File: src/rtl/store_buffer_pkg.sv
// store_buffer_pkg
//   Shared definitions for the RV32I store buffer slice: store funct3
//   encodings, drain FSM state encoding and the queued-entry record.
package store_buffer_pkg;

  localparam logic [2:0] F3_SB = 3'b000;
  localparam logic [2:0] F3_SH = 3'b001;
  localparam logic [2:0] F3_SW = 3'b010;

  typedef enum logic [1:0] {
    S_IDLE = 2'b00,
    S_REQ  = 2'b01,
    S_BUSY = 2'b11
  } drain_state_e;

  // One formatted store: word address, byte strobe, lane-aligned data.
  typedef struct packed {
    logic [31:0] addr;
    logic [3:0]  strb;
    logic [31:0] data;
  } st_entry_t;

endpackage

File: src/rtl/store_buffer_if.sv
// store_buffer_if
//   Bundles the store-request handshake, the data-memory write port and the
//   buffer status lines.
//   slave  : the store buffer (consumes ST_*, LOADING; drives the rest)
//   master : the surrounding pipeline / memory (drives ST_*, LOADING)
//   Signals:
//     ST_VALID/ST_READY/ST_ADDR/ST_DATA/ST_FUNCT3 - store request handshake
//     WRADDR/WREN/WRSTRB/WRDATA                    - data-memory write port
//     LOADING                                      - data memory busy
//     EMPTY/COUNT/ERR                              - status
interface store_buffer_if #(
  parameter int DEPTH_LOG2 = 2
);
  logic                  ST_VALID;
  logic                  ST_READY;
  logic [31:0]           ST_ADDR;
  logic [31:0]           ST_DATA;
  logic [2:0]            ST_FUNCT3;
  logic [31:0]           WRADDR;
  logic                  WREN;
  logic [3:0]            WRSTRB;
  logic [31:0]           WRDATA;
  logic                  LOADING;
  logic                  EMPTY;
  logic [DEPTH_LOG2:0]   COUNT;
  logic                  ERR;

  modport slave (
    input  ST_VALID, ST_ADDR, ST_DATA, ST_FUNCT3, LOADING,
    output ST_READY, WRADDR, WREN, WRSTRB, WRDATA, EMPTY, COUNT, ERR
  );

  modport master (
    output ST_VALID, ST_ADDR, ST_DATA, ST_FUNCT3, LOADING,
    input  ST_READY, WRADDR, WREN, WRSTRB, WRDATA, EMPTY, COUNT, ERR
  );
endinterface

File: src/rtl/store_buffer_fmt.sv
// store_fmt
//   Combinational store formatter. Turns a byte address, raw rs2 value and
//   funct3 into a word-aligned address, byte strobe and lane-replicated data,
//   and flags illegal funct3 or a misaligned SH/SW.
//   Ports:
//     addr    in  32  byte address
//     data    in  32  raw rs2 value
//     funct3  in  3   store width
//     entry   out     formatted entry (addr/strb/data)
//     illegal out 1   request must be dropped
module store_fmt
  import store_buffer_pkg::*;
(
  input  logic [31:0] addr,
  input  logic [31:0] data,
  input  logic [2:0]  funct3,
  output st_entry_t   entry,
  output logic        illegal
);

  always_comb begin
    entry.addr = {addr[31:2], 2'b00};
    entry.strb = 4'b0000;
    entry.data = 32'h0;
    illegal    = 1'b0;
    case (funct3)
      F3_SB: begin
        entry.strb = 4'b0001 << addr[1:0];
        entry.data = {4{data[7:0]}};
      end
      F3_SH: begin
        illegal    = addr[0];
        entry.strb = 4'b0011 << addr[1:0];
        entry.data = {2{data[15:0]}};
      end
      F3_SW: begin
        illegal    = |addr[1:0];
        entry.strb = 4'b1111;
        entry.data = data;
      end
      default: illegal = 1'b1;
    endcase
  end

endmodule

File: src/rtl/store_buffer.sv
// store_buffer
//   RV32I store queue in front of the data-memory write port. Accepted
//   stores are formatted, queued in a DEPTH-entry FIFO and drained one at a
//   time: a one-cycle WREN pulse, then the write fields held until LOADING
//   drops, then the head is retired.
//   Optional build macro: STORE_BUF_COALESCE_EN - a legal store to the same
//   word as the tail entry merges into it instead of allocating, unless the
//   tail is the head currently being written.
//   Ports:
//     CLK, RST  clock, asynchronous active-high reset
//     sb        store_buffer_if.slave (request handshake, write port, status)
module store_buffer
  import store_buffer_pkg::*;
#(
  parameter int DEPTH_LOG2 = 2
) (
  input logic          CLK,
  input logic          RST,
  store_buffer_if.slave sb
);

  localparam int                  DEPTH     = 1 << DEPTH_LOG2;
  localparam logic [DEPTH_LOG2:0] DEPTH_CNT = (DEPTH_LOG2 + 1)'(DEPTH);
  localparam logic [DEPTH_LOG2:0] CNT_ZERO  = '0;

  st_entry_t             fifo_q [DEPTH];
  logic [DEPTH_LOG2-1:0] wr_ptr;
  logic [DEPTH_LOG2-1:0] rd_ptr;
  logic [DEPTH_LOG2:0]   count;
  drain_state_e          state;

  logic        wren_q;
  logic [31:0] wraddr_q;
  logic [3:0]  wrstrb_q;
  logic [31:0] wrdata_q;
  logic        err_p1;

  st_entry_t   fmt_p0;
  logic        illegal_p0;
  st_entry_t   head;
  logic        full;
  logic        ready;
  logic        issue;
  logic        pop;
  logic        mergeable;
  logic        hs;
  logic        push;

  // p0: format the incoming request
  store_fmt u_fmt (
    .addr    (sb.ST_ADDR),
    .data    (sb.ST_DATA),
    .funct3  (sb.ST_FUNCT3),
    .entry   (fmt_p0),
    .illegal (illegal_p0)
  );

  assign head  = fifo_q[rd_ptr];
  assign full  = (count == DEPTH_CNT);
  // In S_IDLE the head is never issued yet, so any queued entry may go.
  assign issue = (state == S_IDLE) && (count != CNT_ZERO) && !sb.LOADING;
  assign pop   = (state == S_BUSY) && !sb.LOADING;

`ifdef STORE_BUF_COALESCE_EN
  localparam logic [DEPTH_LOG2:0] CNT_ONE = (DEPTH_LOG2 + 1)'(1);

  logic [DEPTH_LOG2-1:0] tail_ptr;
  logic                  merge;

  function automatic st_entry_t merge_entry(input st_entry_t old_e,
                                            input st_entry_t new_e);
    st_entry_t m;
    m = old_e;
    for (int b = 0; b < 4; b++) begin
      if (new_e.strb[b]) m.data[b*8 +: 8] = new_e.data[b*8 +: 8];
    end
    m.strb = old_e.strb | new_e.strb;
    return m;
  endfunction

  assign tail_ptr  = wr_ptr - 1'b1;
  // A lone entry that is being issued this edge or is already on the bus
  // must not change under the registered write fields.
  assign mergeable = !illegal_p0 && (count != CNT_ZERO) &&
                     (fifo_q[tail_ptr].addr == fmt_p0.addr) &&
                     !((count == CNT_ONE) && ((state != S_IDLE) || issue));
  assign merge     = hs && mergeable;
`else
  assign mergeable = 1'b0;
`endif

  assign ready = !full || mergeable;
  assign hs    = sb.ST_VALID && ready;
  assign push  = hs && !illegal_p0 && !mergeable;

  // p1: FIFO pointers/occupancy and the error pulse
  always_ff @(posedge CLK or posedge RST) begin
    if (RST) begin
      wr_ptr <= '0;
      rd_ptr <= '0;
      count  <= '0;
      err_p1 <= 1'b0;
    end else begin
      err_p1 <= hs && illegal_p0;
      if (push) wr_ptr <= wr_ptr + 1'b1;
      if (pop)  rd_ptr <= rd_ptr + 1'b1;
      case ({push, pop})
        2'b10:   count <= count + 1'b1;
        2'b01:   count <= count - 1'b1;
        default: count <= count;
      endcase
    end
  end

  always_ff @(posedge CLK) begin
    if (push) begin
      fifo_q[wr_ptr] <= fmt_p0;
    end
`ifdef STORE_BUF_COALESCE_EN
    else if (merge) begin
      fifo_q[tail_ptr] <= merge_entry(fifo_q[tail_ptr], fmt_p0);
    end
`endif
  end

  // drain: registered write port, fields held from issue until retire
  always_ff @(posedge CLK or posedge RST) begin
    if (RST) begin
      state    <= S_IDLE;
      wren_q   <= 1'b0;
      wraddr_q <= 32'h0;
      wrstrb_q <= 4'b0000;
      wrdata_q <= 32'h0;
    end else begin
      case (state)
        S_IDLE: begin
          wren_q <= 1'b0;
          if (issue) begin
            wraddr_q <= head.addr;
            wrstrb_q <= head.strb;
            wrdata_q <= head.data;
            wren_q   <= 1'b1;
            state    <= S_REQ;
          end
        end
        S_REQ: begin
          wren_q <= 1'b0;
          state  <= S_BUSY;
        end
        S_BUSY: begin
          wren_q <= 1'b0;
          if (!sb.LOADING) state <= S_IDLE;
        end
        default: begin
          wren_q <= 1'b0;
          state  <= S_IDLE;
        end
      endcase
    end
  end

  assign sb.ST_READY = ready;
  assign sb.WREN     = wren_q;
  assign sb.WRADDR   = wraddr_q;
  assign sb.WRSTRB   = wrstrb_q;
  assign sb.WRDATA   = wrdata_q;
  assign sb.ERR      = err_p1;
  assign sb.COUNT    = count;
  assign sb.EMPTY    = (count == CNT_ZERO) && (state == S_IDLE);

endmodule

File: src/flat_wrapper.sv
// flat-port wrapper written by rule: the top's interface ports become plain ports
module store_buffer_flat import store_buffer_pkg::*;
#(
  parameter int DEPTH_LOG2 = 2
)
  (CLK, RST, sb_ST_VALID, sb_ST_ADDR, sb_ST_DATA, sb_ST_FUNCT3, sb_LOADING, sb_ST_READY, sb_WRADDR, sb_WREN, sb_WRSTRB, sb_WRDATA, sb_EMPTY, sb_COUNT, sb_ERR);
  store_buffer_if #(.DEPTH_LOG2(DEPTH_LOG2)) sb_i ();
  input logic CLK;
  input logic RST;
  input wire logic [$bits(sb_i.ST_VALID)-1:0] sb_ST_VALID;
  input wire logic [$bits(sb_i.ST_ADDR)-1:0] sb_ST_ADDR;
  input wire logic [$bits(sb_i.ST_DATA)-1:0] sb_ST_DATA;
  input wire logic [$bits(sb_i.ST_FUNCT3)-1:0] sb_ST_FUNCT3;
  input wire logic [$bits(sb_i.LOADING)-1:0] sb_LOADING;
  output wire logic [$bits(sb_i.ST_READY)-1:0] sb_ST_READY;
  output wire logic [$bits(sb_i.WRADDR)-1:0] sb_WRADDR;
  output wire logic [$bits(sb_i.WREN)-1:0] sb_WREN;
  output wire logic [$bits(sb_i.WRSTRB)-1:0] sb_WRSTRB;
  output wire logic [$bits(sb_i.WRDATA)-1:0] sb_WRDATA;
  output wire logic [$bits(sb_i.EMPTY)-1:0] sb_EMPTY;
  output wire logic [$bits(sb_i.COUNT)-1:0] sb_COUNT;
  output wire logic [$bits(sb_i.ERR)-1:0] sb_ERR;
  assign sb_i.ST_VALID = sb_ST_VALID;
  assign sb_i.ST_ADDR = sb_ST_ADDR;
  assign sb_i.ST_DATA = sb_ST_DATA;
  assign sb_i.ST_FUNCT3 = sb_ST_FUNCT3;
  assign sb_i.LOADING = sb_LOADING;
  assign sb_ST_READY = sb_i.ST_READY;
  assign sb_WRADDR = sb_i.WRADDR;
  assign sb_WREN = sb_i.WREN;
  assign sb_WRSTRB = sb_i.WRSTRB;
  assign sb_WRDATA = sb_i.WRDATA;
  assign sb_EMPTY = sb_i.EMPTY;
  assign sb_COUNT = sb_i.COUNT;
  assign sb_ERR = sb_i.ERR;
  store_buffer #(.DEPTH_LOG2(DEPTH_LOG2)) u_core (.CLK(CLK), .RST(RST), .sb(sb_i));
endmodule
File: config.mk
export PLATFORM = sky130hd
export DESIGN_NAME = store_buffer_flat
export DESIGN_NICKNAME = d
export VERILOG_FILES = /design/src/rtl/store_buffer_pkg.sv /design/src/rtl/store_buffer_if.sv /design/src/rtl/store_buffer_fmt.sv /design/src/rtl/store_buffer.sv /design/src/flat_wrapper.sv
export SDC_FILE = /design/constraint.sdc
export NUM_CORES = 1
export LEC_CHECK = 0
export ABC_AREA = 1
export BUFFER_PORTS_ARGS = -buffer_cell sky130_fd_sc_hd__buf_4
export CAP_MARGIN = 20
export CORE_MARGIN = 5
export CORE_UTILIZATION = 42
export DETAILED_ROUTE_END_ITERATION = 6
export GPL_ROUTABILITY_DRIVEN = 0
export HOLD_SLACK_MARGIN = 0.12
export MAX_ROUTING_LAYER = met4
export PLACE_DENSITY = 0.71
export SYNTH_ARGS = -nofsm -noshare
export SYNTH_HDL_FRONTEND = slang
export SYNTH_SLANG_ARGS = --single-unit
File: constraint.sdc
create_clock -name CLK -period 10.7 [get_ports CLK]
set_input_delay 2.14 -clock CLK [delete_from_list [all_inputs] [get_ports CLK]]
set_output_delay 2.14 -clock CLK [all_outputs]
set_load 0.05 [all_outputs]
# Word level (Yosys, flattened, before mapping)

Memories as Yosys holds them, arrays and structs flattened. A register that Yosys moved wholly into a read port is not among the register bits.
Cells that the tools add are included.

Flip-flop bits (word level): 43
RAM bits: 264
Bits of input ports: 71
Output and inout bits: 75
Word-level logic and storage cells: 51
Memories: 1

Memory list:

| memory        | words | width | read ports | clocked after Yosys merged registers in | write ports | line               | text |
|---|---|---|---|---|---|---|---|
| u_core.fifo_q | 4     | 66    | 1          | 1                                       | 1           | store_buffer.sv:26 | `st_entry_t fifo_q [DEPTH];` |

$add $sub $neg: 4
Equal/unequal tests: 9
Shifts and indexed selects: 2
Multiplexer cells: 10
Reductions and logical operators: 18

Operators with widths:

| cell                  | count |
|---|---|
| $pmux W36 S3          | 1 |
| $logic_and A1 B1 Y1   | 7 |
| $logic_not A3 Y1      | 2 |
| $pmux W2 S3           | 1 |
| $pmux W3 S2           | 1 |
| $add A2 B1 Y2 const B | 2 |
| $eq A2 B1 Y1 const B  | 2 |
| $eq A2 B2 Y1 const B  | 2 |
| $mux W1               | 4 |
| $mux W2               | 2 |
| $reduce_and A2 Y1     | 2 |
| $shl A1 B2 Y4 const A | 1 |
| $shl A2 B2 Y4 const A | 1 |
| $add A3 B1 Y3 const B | 1 |
| $eq A3 B1 Y1 const B  | 1 |
| $eq A3 B2 Y1 const B  | 1 |
| $eq A3 B3 Y1 const B  | 1 |
| $logic_not A1 Y1      | 3 |
| $pmux W1 S3           | 1 |
| $reduce_bool A3 Y1    | 1 |
| $sub A3 B1 Y3 const B | 1 |
| $logic_not A2 Y1      | 1 |
| $ne A2 B1 Y1 const B  | 1 |
| $ne A2 B2 Y1 const B  | 1 |
| 2 further kinds       | 2 |

# Depth between registers and ports, before layout

Word-level depth: 6
Gate-level depth with buffers: 11
Mapped depth without buffers: 11

# Modules after synthesis

From an unflattened synthesis, not the netlist that was laid out.

Cell total of the unflattened synthesis: 1576
Area total of the unflattened synthesis: 15299.7 um^2

Modules (own cells, without submodules):

| module       | instances | cells each | area an instance (um^2) | seq. area each (um^2) |
|---|---|---|---|---|
| store_buffer | 1         | 1424       | 14545.2                 | 10144.7 |
| store_fmt    | 1         | 152        | 754.5                   | 0.0 |

# Worst setup path before layout

Ideal clock, no wire load.

Kind: input -> register
Start: input port sb_ST_ADDR[0]
End: memory u_core.fifo_q[0][0] (netlist name) (enable)
Setup time: 491 ps
Data arrival time: 5293 ps
Required time: 10209 ps
Path slack: 4916 ps
Cell stages on the path: 5
Path buffers: 0
Cells stage by stage: inv_1 > nand2_1 > nand3_2 > nand4_4 > nor2_1

Longest elaborated chain between the ends: 6

RTL lines:

| what                              | line                   | text |
|---|---|---|
| from (decl)                       | flat_wrapper.sv:11     | `input wire logic [$bits(sb_i.ST_ADDR)-1:0] sb_ST_ADDR;` |
| $reduce_or A2 Y1                  | store_buffer_fmt.sv:37 | `illegal = \|addr[1:0];` |
| $pmux W1 S3 (*)                   | store_buffer_fmt.sv:26 | `case (funct3)` |
| $logic_not A1 Y1 (*)              | store_buffer.sv:94     | `assign push = hs && !illegal_p0 && !mergeable;` |
| $logic_and A1 B1 Y1 (*)           | store_buffer.sv:94     |  |
| $mux W1 (*)                       | store_buffer.sv:116    | `if (push) begin` |
| $mux W1 (implied by the code) (*) | store_buffer.sv:117    | `fifo_q[wr_ptr] <= fmt_p0;` |
| to (decl)                         | store_buffer.sv:26     |  |

Mark *: on every way between the ends. The rest lies on a longest branch, timed or not.

# Worst setup path in the final report

Start: input port sb_ST_FUNCT3[1]
End: memory u_core.fifo_q[3][59] (netlist name) (enable)

Longest elaborated chain between the ends: 6
Elaborated cells on any way between the ends: 8
Classes of those cells: 2 x eq/ne; 3 x mux; 3 x reduce/logical

RTL lines:

| what                                       | line                   | text |
|---|---|---|
| from (decl)                                | flat_wrapper.sv:13     | `input wire logic [$bits(sb_i.ST_FUNCT3)-1:0] sb_ST_FUNCT3;` |
| $eq A3 B2 Y1, or another cell as far along | store_buffer_fmt.sv:26 |  |
| $pmux W1 S3 (*)                            | store_buffer_fmt.sv:26 |  |
| $logic_not A1 Y1 (*)                       | store_buffer.sv:94     |  |
| $logic_and A1 B1 Y1 (*)                    | store_buffer.sv:94     |  |
| $mux W1 (*)                                | store_buffer.sv:116    |  |
| $mux W1 (implied by the code) (*)          | store_buffer.sv:117    |  |

Marked as above.

==> flow_metrics.tcl <==
set metrics [dict create \
    htreeDepth 2 \
    cts_tree "yes" \
    crit_path_start "sb_ST_FUNCT3[1]" \
    diodes 0 \
    first_global_vias 8750 \
    drv_cap 0 \
    routed_wl_um 30600 \
    reg2regPathDepth 8 \
    yosys_warnings 0 \
    worst_pin_slew_ns 1.01 \
    clkTransAtPathRegs_ns 0.06 \
    dp_hpwl_um 18900 \
    pin_count 146 \
    io_buffers 143 \
    hold_class "reg2reg" \
    cts_hold_buf 0 \
    synth-seq-cells 341 \
    final_layout_size_suffix_gt1_share_pct 22.7 \
    tns_ns 0 \
    die_h_um 193 \
    rr_endpoint "u_core.sb.WRDATA[21]" \
    worstPathRequired_ns 10.83 \
    synth_area_um2 14000 \
    cp_max_fo 40 \
    slew_viol_final 0 \
    row_count 67 \
    syn_area_per_cell_um2 12.1 \
    drc 0 \
    outcome "complete, no violations" \
    crit-reg2reg-launch "u_core.rd_ptr[0]" \
    yosys-top-cells-area "edfxtp_1, dfrtp_1, nand2_1, o21a_1, nor2_2" \
    viasPerCell 4.95 \
    rsz0062_at_grt "false" \
    clk_latency_ns 0.49 \
    cts.sinks 341 \
    synthDominantCellAreaShare_pct 56.5 \
    root_buffer "clkbuf_16" \
    finalSetupViolCount 0 \
    cts_resized 0 \
    endpoint "u_core.fifo_q[3][59]" \
    critPathKind "in2reg" \
    clock_skew_ns 0.00582 \
    ant_nets 0 \
    start_util_pct 42.1 \
    grt_pass1_wl_um 48200 \
    synth_top_cell_by_area "edfxtp_1" \
    final_cell_mix "nand2_1, edfxtp_1, buf_4" \
    final_nets 1361 \
    area_growth_pct 16.7 \
    antenna_found_initial 0 \
    cts_buffer_depth 3 \
    p_leak_nw 6.51 \
    final_common_cell "nand2_1" \
    drt_iter0_drc 686 \
    core_um2 33300 \
    ys_seq_area_share_pct 70.3 \
    routedWlPerCell_um 17.4 \
    finalCritPeriodShare_pct 40.3 \
    relSlewSlack_pct 32.6 \
    endpoint_kind "flip-flop" \
    grt_overflow 0 \
    worst-r2r-setup-slack_ns 7.90 \
    gr-usage-all-layers_pct 17.0 \
    fp.dieArea_um2 37100 \
    num_vias 8706 \
    post_cts_buffers 0 \
    cts-buffers-inserted 35 \
    grt_max_degree 92 \
    cp.arrival_ns 4.44 \
    post-place-ws_ns 5.86 \
    max_clock_freq_mhz 232 \
    period_minus_slack_ns 4.32 \
    worst_slack_ns 6.38 \
    drt_pre_antenna_iters 4 \
    vdd_drop_max_mv 0.166 \
    ys_types 36 \
    start_kind "input port" \
    synthCells 1155 \
    p_per_area_nw_per_um2 282 \
    dieWidth_um 193 \
    finalHoldViolCount 0 \
]
## power by group
part	total (W)	internal, W	switching (W)
clock network	0.00114	0.000672	0.000467
registers	0.00180	0.00164	0.000163
logic	0.00168	0.000514	0.00116
## registers in the layout, indices dropped and copies added, names as in the netlist
register          flops
u_core.fifo_q       264
u_core.rd_ptr         2
u_core.sb.COUNT       3
u_core.sb.ERR         1
u_core.sb.WRADDR     30
u_core.sb.WRDATA     32
u_core.sb.WREN        1
u_core.sb.WRSTRB      4
u_core.state          2
u_core.wr_ptr         2
## worst min path at each step
| stage | start | slack, ns | to | cells after the start |
|---|---|---|---|---|
| 3_5_place_dp | u_core.sb.WRADDR[14] | 0.47 | u_core.sb.WRADDR[14] | 2 |
| 4_1_cts | u_core.sb.WRADDR[14] | 0.48 | u_core.sb.WRADDR[14] | 2 |
| 3_3_place_gp | u_core.sb.WRADDR[10] | 0.46 | u_core.sb.WRADDR[10] | 2 |
| 5_1_grt | u_core.sb.WRADDR[11] | 0.50 | u_core.sb.WRADDR[11] | 2 |
| 6_report | u_core.sb.WRADDR[12] | 0.48 | u_core.sb.WRADDR[12] | 2 |
| 2_1_floorplan | u_core.state[0] | 0.49 | u_core.state[1] | 2 |
## worst max-delay path, stage by stage
cell and delay [ns]:
buf_4 0.13, a21oi_2 0.48, nand4_4 0.31, nor2_4 0.72, buf_4 0.63
## logic make-up (layout without fill, tap and decap cells)
| group | after synthesis | after routing | share of synthesized area, % |
|---|---|---|---|
| flops | 341 | 341 | 70.3 |
| fa+ha+maj | 6 | 6 | 0.589 |
| buf+inv | 102 | 256 | 4.59 |
| xor+xnor | 3 | 3 | 0.187 |
| other cells | 1 | 2 | 0.0267 |
| simple gates | 477 | 477 | 14.6 |
| compound gates | 225 | 225 | 9.73 |
## area by class of cell
| class | instances | area [um^2] |
|---|---|---|
| Timing Repair Buffer | 153 | 1150 |
| Inverter | 40 | 163 |
| Tap cell | 448 | 561 |
| Clock inverter | 11 | 73.8 |
| Multi-Input combinational cell | 713 | 3560 |
| Fill cell | 2883 | 16900 |
| Clock buffer | 52 | 1000 |
| Sequential cell | 341 | 9860 |
## cell usage after synthesis, drive strengths merged
cell type,count
nand4,1
fa,1
xor2,2
edfxtp,264
ha,5
a22o,1
conb,1
a32o,5
clkbuf,17
xnor2,1
buf,45
nor2,150
o21a,67
nand2,319
inv,40
o21ai,144
o211ai,6
a21oi,2
nand3,7
dfrtp,77
## routing by layer
layer | vias to the layer above | GRT usage, % | routed length [um]
met5 | - | - | 0
met2 | 261 | 26.8 | 14700
met4 | 0 | 3.70 | 514
met1 | 4199 | 23.0 | 13300
li1 | 4203 | - | -
met3 | 43 | 3.65 | 2080
## per-stage QoR
step / hold slack [ns] / cell area, um^2 / std cells / utilization, % / total power, W
6_report: 0.477 / 16400 / 1758 / 49.2 / 0.00462
5_1_grt: 0.496 / 16400 / 1758 / 49.2 / 0.00491
4_1_cts: 0.482 / 16400 / 1758 / 49.2 / 0.00468
3_5_place_dp: 0.466 / 15300 / 1695 / 45.9 / 0.00353
3_3_place_gp: 0.463 / 15300 / 1695 / 45.9 / 0.00350
2_1_floorplan: 0.494 / 14000 / 1156 / - / 0.00311
No activity file was read; power rests on OpenSTA's default activity.
